## src/rtl/cmd_frame_assembler_if.sv

```systemverilog
// rtl/cmd_frame_assembler_if.sv - byte input, frame output and status bundle of the frame assembler
interface cmd_frame_assembler_if #(
    parameter int NUM_OPERANDS = 2
);
    logic                      rx_data_ready;
    logic [7:0]                rx_data;
    logic                      frame_valid;
    logic                      frame_ready;
    logic [7:0]                frame_op;
    logic [8*NUM_OPERANDS-1:0] frame_operands;
    logic [3:0]                byte_count;
    logic                      timeout_err;
    logic                      overrun_err;
    logic                      checksum_err;

    modport master (
        input  rx_data_ready,
        input  rx_data,
        input  frame_ready,
        output frame_valid,
        output frame_op,
        output frame_operands,
        output byte_count,
        output timeout_err,
        output overrun_err,
        output checksum_err
    );

    modport slave (
        output rx_data_ready,
        output rx_data,
        output frame_ready,
        input  frame_valid,
        input  frame_op,
        input  frame_operands,
        input  byte_count,
        input  timeout_err,
        input  overrun_err,
        input  checksum_err
    );
endinterface

```

## src/rtl/cmd_frame_assembler.sv

```systemverilog
// rtl/cmd_frame_assembler.sv - opcode/operand frame assembler with timeout, overrun and checksum checks
// Defining FRAME_CHECKSUM_EN adds a trailing XOR checksum byte and the CHECK state.
module cmd_frame_assembler #(
    parameter int NUM_OPERANDS   = 2,
    parameter int TIMEOUT_CYCLES = 1000
) (
    input  logic                  clock_i,
    input  logic                  reset_i,
    cmd_frame_assembler_if.master bus
);
    localparam int            OW       = 8 * NUM_OPERANDS;
    localparam bit            TMO_EN   = (TIMEOUT_CYCLES > 0);
    localparam int            TW       = TMO_EN ? $clog2(TIMEOUT_CYCLES + 1) : 1;
    localparam logic [TW-1:0] TMO_LAST = TMO_EN ? TW'(TIMEOUT_CYCLES - 1) : '0;
    localparam logic [TW-1:0] TMO_ONE  = TMO_EN ? TW'(1) : '0;
    localparam logic [3:0]    LAST_CNT = 4'(NUM_OPERANDS);

    typedef enum logic [1:0] {
        ST_IDLE     = 2'd0,
        ST_OPERANDS = 2'd1
`ifdef FRAME_CHECKSUM_EN
        ,
        ST_CHECK    = 2'd2
`endif
    } state_e;

    state_e          state_q, state_d;
    logic [3:0]      byte_count_q, byte_count_d;
    logic [7:0]      op_stage_q, op_stage_d;
    logic [OW-1:0]   opnd_stage_q, opnd_stage_d;
    logic [TW-1:0]   tmo_cnt_q, tmo_cnt_d;
    logic            frame_valid_q, frame_valid_d;
    logic [7:0]      frame_op_q, frame_op_d;
    logic [OW-1:0]   frame_operands_q, frame_operands_d;
    logic            timeout_err_q, timeout_err_d;
    logic            overrun_err_q, overrun_err_d;
    logic            checksum_err_d;
    logic            complete;
    logic            discard;
    logic [3:0]      slot;

`ifdef FRAME_CHECKSUM_EN
    logic            checksum_err_q;
    logic [7:0]      csum;

    always_comb begin
        csum = op_stage_q;
        for (int k = 0; k < NUM_OPERANDS; k++) begin
            csum = csum ^ opnd_stage_q[8*k +: 8];
        end
    end
`endif

    always_ff @(posedge clock_i or posedge reset_i) begin
        if (reset_i) begin
            state_q          <= ST_IDLE;
            byte_count_q     <= 4'd0;
            op_stage_q       <= 8'd0;
            opnd_stage_q     <= '0;
            tmo_cnt_q        <= '0;
            frame_valid_q    <= 1'b0;
            frame_op_q       <= 8'd0;
            frame_operands_q <= '0;
            timeout_err_q    <= 1'b0;
            overrun_err_q    <= 1'b0;
`ifdef FRAME_CHECKSUM_EN
            checksum_err_q   <= 1'b0;
`endif
        end else begin
            state_q          <= state_d;
            byte_count_q     <= byte_count_d;
            op_stage_q       <= op_stage_d;
            opnd_stage_q     <= opnd_stage_d;
            tmo_cnt_q        <= tmo_cnt_d;
            frame_valid_q    <= frame_valid_d;
            frame_op_q       <= frame_op_d;
            frame_operands_q <= frame_operands_d;
            timeout_err_q    <= timeout_err_d;
            overrun_err_q    <= overrun_err_d;
`ifdef FRAME_CHECKSUM_EN
            checksum_err_q   <= checksum_err_d;
`endif
        end
    end

    always_comb begin
        state_d          = state_q;
        byte_count_d     = byte_count_q;
        op_stage_d       = op_stage_q;
        opnd_stage_d     = opnd_stage_q;
        tmo_cnt_d        = tmo_cnt_q;
        frame_valid_d    = frame_valid_q;
        frame_op_d       = frame_op_q;
        frame_operands_d = frame_operands_q;
        timeout_err_d    = 1'b0;
        overrun_err_d    = 1'b0;
        checksum_err_d   = 1'b0;
        complete         = 1'b0;
        discard          = 1'b0;
        slot             = byte_count_q - 4'd1;

        if (frame_valid_q && bus.frame_ready) begin
            frame_valid_d = 1'b0;
        end

        case (state_q)
            ST_IDLE: begin
                if (bus.rx_data_ready) begin
                    op_stage_d   = bus.rx_data;
                    byte_count_d = 4'd1;
                    tmo_cnt_d    = TMO_ONE;
                    state_d      = ST_OPERANDS;
                end
            end
            ST_OPERANDS: begin
                if (bus.rx_data_ready) begin
                    for (int k = 0; k < NUM_OPERANDS; k++) begin
                        if (4'(k) == slot) begin
                            opnd_stage_d[8*k +: 8] = bus.rx_data;
                        end
                    end
                    tmo_cnt_d    = TMO_ONE;
                    byte_count_d = byte_count_q + 4'd1;
                    if (byte_count_q == LAST_CNT) begin
`ifdef FRAME_CHECKSUM_EN
                        state_d  = ST_CHECK;
`else
                        complete = 1'b1;
`endif
                    end
                end
            end
`ifdef FRAME_CHECKSUM_EN
            ST_CHECK: begin
                if (bus.rx_data_ready) begin
                    if (bus.rx_data == csum) begin
                        complete = 1'b1;
                    end else begin
                        checksum_err_d = 1'b1;
                        discard        = 1'b1;
                    end
                end
            end
`endif
            default: state_d = ST_IDLE;
        endcase

        if (complete || discard) begin
            state_d      = ST_IDLE;
            byte_count_d = 4'd0;
            tmo_cnt_d    = '0;
        end

        // A handshake on the completion edge frees the holding register for the new frame.
        if (complete) begin
            if (!frame_valid_q || bus.frame_ready) begin
                frame_valid_d    = 1'b1;
                frame_op_d       = op_stage_d;
                frame_operands_d = opnd_stage_d;
            end else begin
                overrun_err_d = 1'b1;
            end
        end

        // The counter holds elapsed cycles including the strobe cycle; a byte in the firing cycle wins.
        if (TMO_EN && (state_q != ST_IDLE) && !bus.rx_data_ready) begin
            if (tmo_cnt_q >= TMO_LAST) begin
                timeout_err_d = 1'b1;
                state_d       = ST_IDLE;
                byte_count_d  = 4'd0;
                tmo_cnt_d     = '0;
            end else begin
                tmo_cnt_d = tmo_cnt_q + TW'(1);
            end
        end
    end

    assign bus.frame_valid    = frame_valid_q;
    assign bus.frame_op       = frame_op_q;
    assign bus.frame_operands = frame_operands_q;
    assign bus.byte_count     = byte_count_q;
    assign bus.timeout_err    = timeout_err_q;
    assign bus.overrun_err    = overrun_err_q;
`ifdef FRAME_CHECKSUM_EN
    assign bus.checksum_err   = checksum_err_q;
`else
    assign bus.checksum_err   = 1'b0;
`endif
endmodule

```

## src/flat_wrapper.sv

```systemverilog
// flat-port wrapper written by rule: the top's interface ports become plain ports
module cmd_frame_assembler_flat 
#(
    parameter int NUM_OPERANDS   = 2,
    parameter int TIMEOUT_CYCLES = 1000
)
  (clock_i, reset_i, bus_rx_data_ready, bus_rx_data, bus_frame_ready, bus_frame_valid, bus_frame_op, bus_frame_operands, bus_byte_count, bus_timeout_err, bus_overrun_err, bus_checksum_err);
  cmd_frame_assembler_if #(.NUM_OPERANDS(NUM_OPERANDS)) bus_i ();
  input  logic clock_i;
  input  logic reset_i;
  input wire logic [$bits(bus_i.rx_data_ready)-1:0] bus_rx_data_ready;
  input wire logic [$bits(bus_i.rx_data)-1:0] bus_rx_data;
  input wire logic [$bits(bus_i.frame_ready)-1:0] bus_frame_ready;
  output wire logic [$bits(bus_i.frame_valid)-1:0] bus_frame_valid;
  output wire logic [$bits(bus_i.frame_op)-1:0] bus_frame_op;
  output wire logic [$bits(bus_i.frame_operands)-1:0] bus_frame_operands;
  output wire logic [$bits(bus_i.byte_count)-1:0] bus_byte_count;
  output wire logic [$bits(bus_i.timeout_err)-1:0] bus_timeout_err;
  output wire logic [$bits(bus_i.overrun_err)-1:0] bus_overrun_err;
  output wire logic [$bits(bus_i.checksum_err)-1:0] bus_checksum_err;
  assign bus_i.rx_data_ready = bus_rx_data_ready;
  assign bus_i.rx_data = bus_rx_data;
  assign bus_i.frame_ready = bus_frame_ready;
  assign bus_frame_valid = bus_i.frame_valid;
  assign bus_frame_op = bus_i.frame_op;
  assign bus_frame_operands = bus_i.frame_operands;
  assign bus_byte_count = bus_i.byte_count;
  assign bus_timeout_err = bus_i.timeout_err;
  assign bus_overrun_err = bus_i.overrun_err;
  assign bus_checksum_err = bus_i.checksum_err;
  cmd_frame_assembler #(.NUM_OPERANDS(NUM_OPERANDS), .TIMEOUT_CYCLES(TIMEOUT_CYCLES)) u_core (.clock_i(clock_i), .reset_i(reset_i), .bus(bus_i));
endmodule
```

## config.mk

```make
export PLATFORM = sky130hd
export DESIGN_NAME = cmd_frame_assembler_flat
export DESIGN_NICKNAME = d
export VERILOG_FILES = /design/src/rtl/cmd_frame_assembler_if.sv /design/src/rtl/cmd_frame_assembler.sv /design/src/flat_wrapper.sv
export SDC_FILE = /design/constraint.sdc
export NUM_CORES = 1
export LEC_CHECK = 0
export ABC_CLOCK_PERIOD_IN_PS = 4500
export CELL_PAD_IN_SITES_DETAIL_PLACEMENT = 2
export CELL_PAD_IN_SITES_GLOBAL_PLACEMENT = 2
export CORE_ASPECT_RATIO = 0.75
export CORE_MARGIN = 2
export CORE_UTILIZATION = 40
export CTS_CLUSTER_SIZE = 8
export DETAILED_ROUTE_END_ITERATION = 8
export GPL_TIMING_DRIVEN = 0
export MAX_ROUTING_LAYER = met4
export PLACE_DENSITY = 0.95
export SYNTH_ARGS = -nofsm -noshare
export SYNTH_HDL_FRONTEND = slang
export SYNTH_SLANG_ARGS = --single-unit
```

## constraint.sdc

```tcl
create_clock -name clock_i -period 4.5 [get_ports clock_i]
set_clock_uncertainty 0.15 [all_clocks]
set_input_delay 0.9 -clock clock_i [delete_from_list [all_inputs] [get_ports clock_i]]
set_output_delay 0.9 -clock clock_i [all_outputs]
set_load 0.01 [all_outputs]
```

==> results.py <==
metrics = {
    "final_layout": {
        "area_growth_pct": 25.9,
        "n_antenna_cell": 0,
        "multi_input_area_sq_mm": 0.00124,
        "fin_nets": 297,
        "num-fill-cells": 710,
        "seqCellArea_sq_mm": 0.00168,
        "layout-drive-gt1-share_pct": 29.3,
    },
    "sta": {
        "finalHoldViolations": 0,
        "rsz0062_at_grt": "false",
        "clock.fmax_mhz": 334,
        "period_minus_slack_ns": 3.00,
        "setup_slack_ns": 1.50,
        "slew_viol_final": 0,
        "tns_ns": 0,
        "setup_viol": 0,
        "worstMarginPinSlew_ns": 1.07,
        "timing.final.crit_share_pct": 66.6,
        "slew_headroom_pct": 28.2,
    },
    "global_routing": {
        "antenna_found_initial": 0,
        "grt_pass1_vias": 2407,
        "grt_start_max_net_pins": 41,
        "grt_use_total_pct": 24.1,
        "overflow": 0,
        "grt_pass1_wl_microns": 14100,
    },
    "detailed_routing": {
        "routed_wl_microns": 8840,
        "viasPerCell": 5.27,
        "ant_nets": 0,
        "wire_per_inst_microns": 23.0,
        "drc_errors": 0,
        "dr.first_iter.drc_count": 49,
        "firstDrtPassIters": 4,
        "dr_total_vias": 2023,
    },
    "worst_setup_path": {
        "crit_required_ns": 4.58,
        "critPathMaxFanout": 8,
        "cp-endpoint": "u_core.bus.frame_operands[9]",
        "end_kind": "flop",
        "path_cells": "clkdlybuf4s50_1 -> and3b_1 -> buf_6 -> nand3b_4 -> o21ai_4 -> mux2_4 -> mux2_2",
        "r2r_setup_slack_ns": 1.64,
        "rr_worst_depth": 7,
        "startpoint": "bus_rx_data_ready",
        "critPathMaxStageDelay_ns": 0.62,
        "startpoint_type": "primary input",
        "r2r-start": "u_core.bus.byte_count[0]",
        "cp.arrival_ns": 3.08,
        "slowest_stage": "clkdlybuf4s50_1",
        "crit_type": "in -> reg",
        "rr_endpoint": "u_core.bus.frame_operands[9]",
    },
    "synth": {
        "synth-simple-area-share_pct": 10.1,
        "syn_inst": 223,
        "synth-seq-area-share_pct": 56.2,
        "synthFlopType": "dfrtp_1",
        "async_reset_ff_share_pct": 100,
        "synth-seq-cells": 67,
        "synth_top_family_by_area": "multiplexers",
        "synthMuxAreaShare_pct": 20.4,
        "syn_avg_cell_area_sq_um": 13.4,
        "syn-cell-area_sq_mm": 0.00298,
        "synth_xor_area_share_pct": 0.587,
        "yosysUniqueCellTypes": 41,
        "synthAdderAreaFrac_pct": 2.94,
        "synth_edf_count": 0,
        "yosys_warnings": 0,
        "synth_compound_area_share_pct": 7.30,
    },
    "place": {
        "routabilityCongestion": 0.710,
        "dp_worst_setup_slack_ns": 1.14,
        "portBuffers": 42,
        "dpl.hpwl_microns": 6200,
    },
    "min_path": {
        "min_path_cells": 1,
        "hp-class": "reg -> reg",
    },
    "cts": {
        "cts_hold_buf": 0,
        "htreeDepth": 3,
        "clk_latency_ns": 0.36,
        "root_buffer": "clkbuf_8",
        "cts_setup_buffers": 0,
        "cts-resized-gates": 0,
        "numCtsBuffers": 9,
        "clock-sinks": 67,
        "clk_pin_slew_ns": 0.08,
        "cts_buffer_depth": 2,
        "cts_tree": "built",
    },
    "power_and_ir_drop": {
        "power.leakage_nw": 1.77,
        "ir_drop_mv": 0.183,
        "power.density_mw_per_mm2": 439,
    },
    "job": {
        "cap_violations": 0,
    },
    "die": {
        "die_h_microns": 78.8,
        "initial_core_util_pct": 40.9,
        "core_area_sq_mm": 0.00730,
        "rows": 27,
        "dieArea_sq_mm": 0.00817,
        "ioPinCount": 44,
        "die_x_microns": 104,
    },
    "outcome": {
        "status": "finished clean",
    },
}
==> cell usage after synthesis, types with 2 or more instances <==
master / instances / area share (%)
dfrtp_1: 67 / 56
mux2_2: 30 / 11
mux2_4: 18 / 9.1
nand2_1: 16 / 2.0
nor2_1: 14 / 1.8
o21ai_0: 8 / 1.3
ha_1: 7 / 2.9
nor3_1: 7 / 1.2
a21oi_1: 5 / 0.84
a31oi_1: 5 / 1.0
inv_1: 5 / 0.63
nand3_1: 5 / 0.84
buf_2: 3 / 0.50
and3_1: 2 / 0.42
buf_4: 2 / 0.50
buf_6: 2 / 0.75
nand3b_4: 2 / 1.3
o21ai_4: 2 / 1.1
==> layout by cell type (no fill, tap or decap), types with 2 or more instances in the layout <==
cell             netlist  routed
dfrtp_1               67      67
nor2_1                14      14
nor3_1                 7       7
inv_1                  5       4
nand2_1               16      16
o21ai_0                8       8
conb_1                 1       2
mux2_4                18      18
nand3b_4               2       2
o21ai_4                2       2
buf_6                  2       2
mux2_2                30      30
clkbuf_8               0       9
a21oi_1                5       5
and3_1                 2       2
nand3_1                5       5
buf_4                  2       2
buf_2                  3       3
a31oi_1                5       5
clkdlybuf4s50_1        0      42
ha_1                   7       7
clkinv_4               0       3
==> sequential cells by signal (all words and copies together), names as in the netlist <==
name	cells
u_core.bus.byte_count	4
u_core.bus.frame_op	8
u_core.bus.frame_operands	16
u_core.bus.frame_valid	1
u_core.bus.overrun_err	1
u_core.bus.timeout_err	1
u_core.op_stage_q	8
u_core.opnd_stage_q	16
u_core.state_q	2
u_core.tmo_cnt_q	10
==> critical path: cells and delay by family <==
family / cells / cell delay [ns]
buf+inv: 2 / 0.77
mux: 2 / 0.65
compound gates: 1 / 0.45
simple gates: 2 / 0.32
==> metal layers <==
| metal | part of all wire [%] | track usage [%] | vias to the layer above |
|---|---|---|---|
| met4 | 3.1 | 10.8 | 0 |
| met5 | 0 | - | - |
| li1 | - | - | 893 |
| met3 | 2.5 | 4.76 | 21 |
| met1 | 41 | 26.7 | 1066 |
| met2 | 54 | 42.8 | 43 |
==> report_power, final <==
group	leakage (nW)	switching, mW	total, mW	internal (mW)
Combinational	0.776	0.151	0.353	0.202
Sequential	0.894	0.0760	0.774	0.698
Clock	0.0998	0.261	0.520	0.259
Total	1.77	0.488	1.65	1.16
==> how the worst min path moves through the flow <==
stage,to,start
3_5_place_dp,u_core.opnd_stage_q[3],u_core.opnd_stage_q[3]
2_1_floorplan,u_core.opnd_stage_q[0],u_core.opnd_stage_q[0]
3_3_place_gp,u_core.opnd_stage_q[0],u_core.opnd_stage_q[0]
4_1_cts,u_core.op_stage_q[5],u_core.op_stage_q[5]
5_1_grt,u_core.opnd_stage_q[0],u_core.opnd_stage_q[0]
6_report,u_core.opnd_stage_q[3],u_core.opnd_stage_q[3]
==> through the flow <==
stage	hold WS (ns)	power, mW	area [sq um]	cells	util (%)
floorplan	0.315	0.960	2990	224	-
global placement	0.324	1.09	3530	367	48.4
detailed placement	0.327	1.14	3550	368	48.7
CTS	0.353	1.66	3750	384	51.5
global route	0.376	1.72	3750	384	51.5
finish	0.350	1.65	3750	384	51.5
==> cell families after synthesis <==
kind of cell	after synthesis
compound gates	31
xor+xnor	2
fa+ha+maj	7
buf+inv	12
flops	67
mux	48
other cells	1
simple gates	55
==> area by class of cell <==
class,instances,share of cell area [%]
Sequential cell,67,44.7
Multi-Input combinational cell,145,33.0
Tap cell,101,3.37
Inverter,5,0.500
Buffer,7,1.40
Clock buffer,9,3.30
Clock inverter,7,2.07
Timing Repair Buffer,43,11.7
Power figures use the tool's default switching activity.
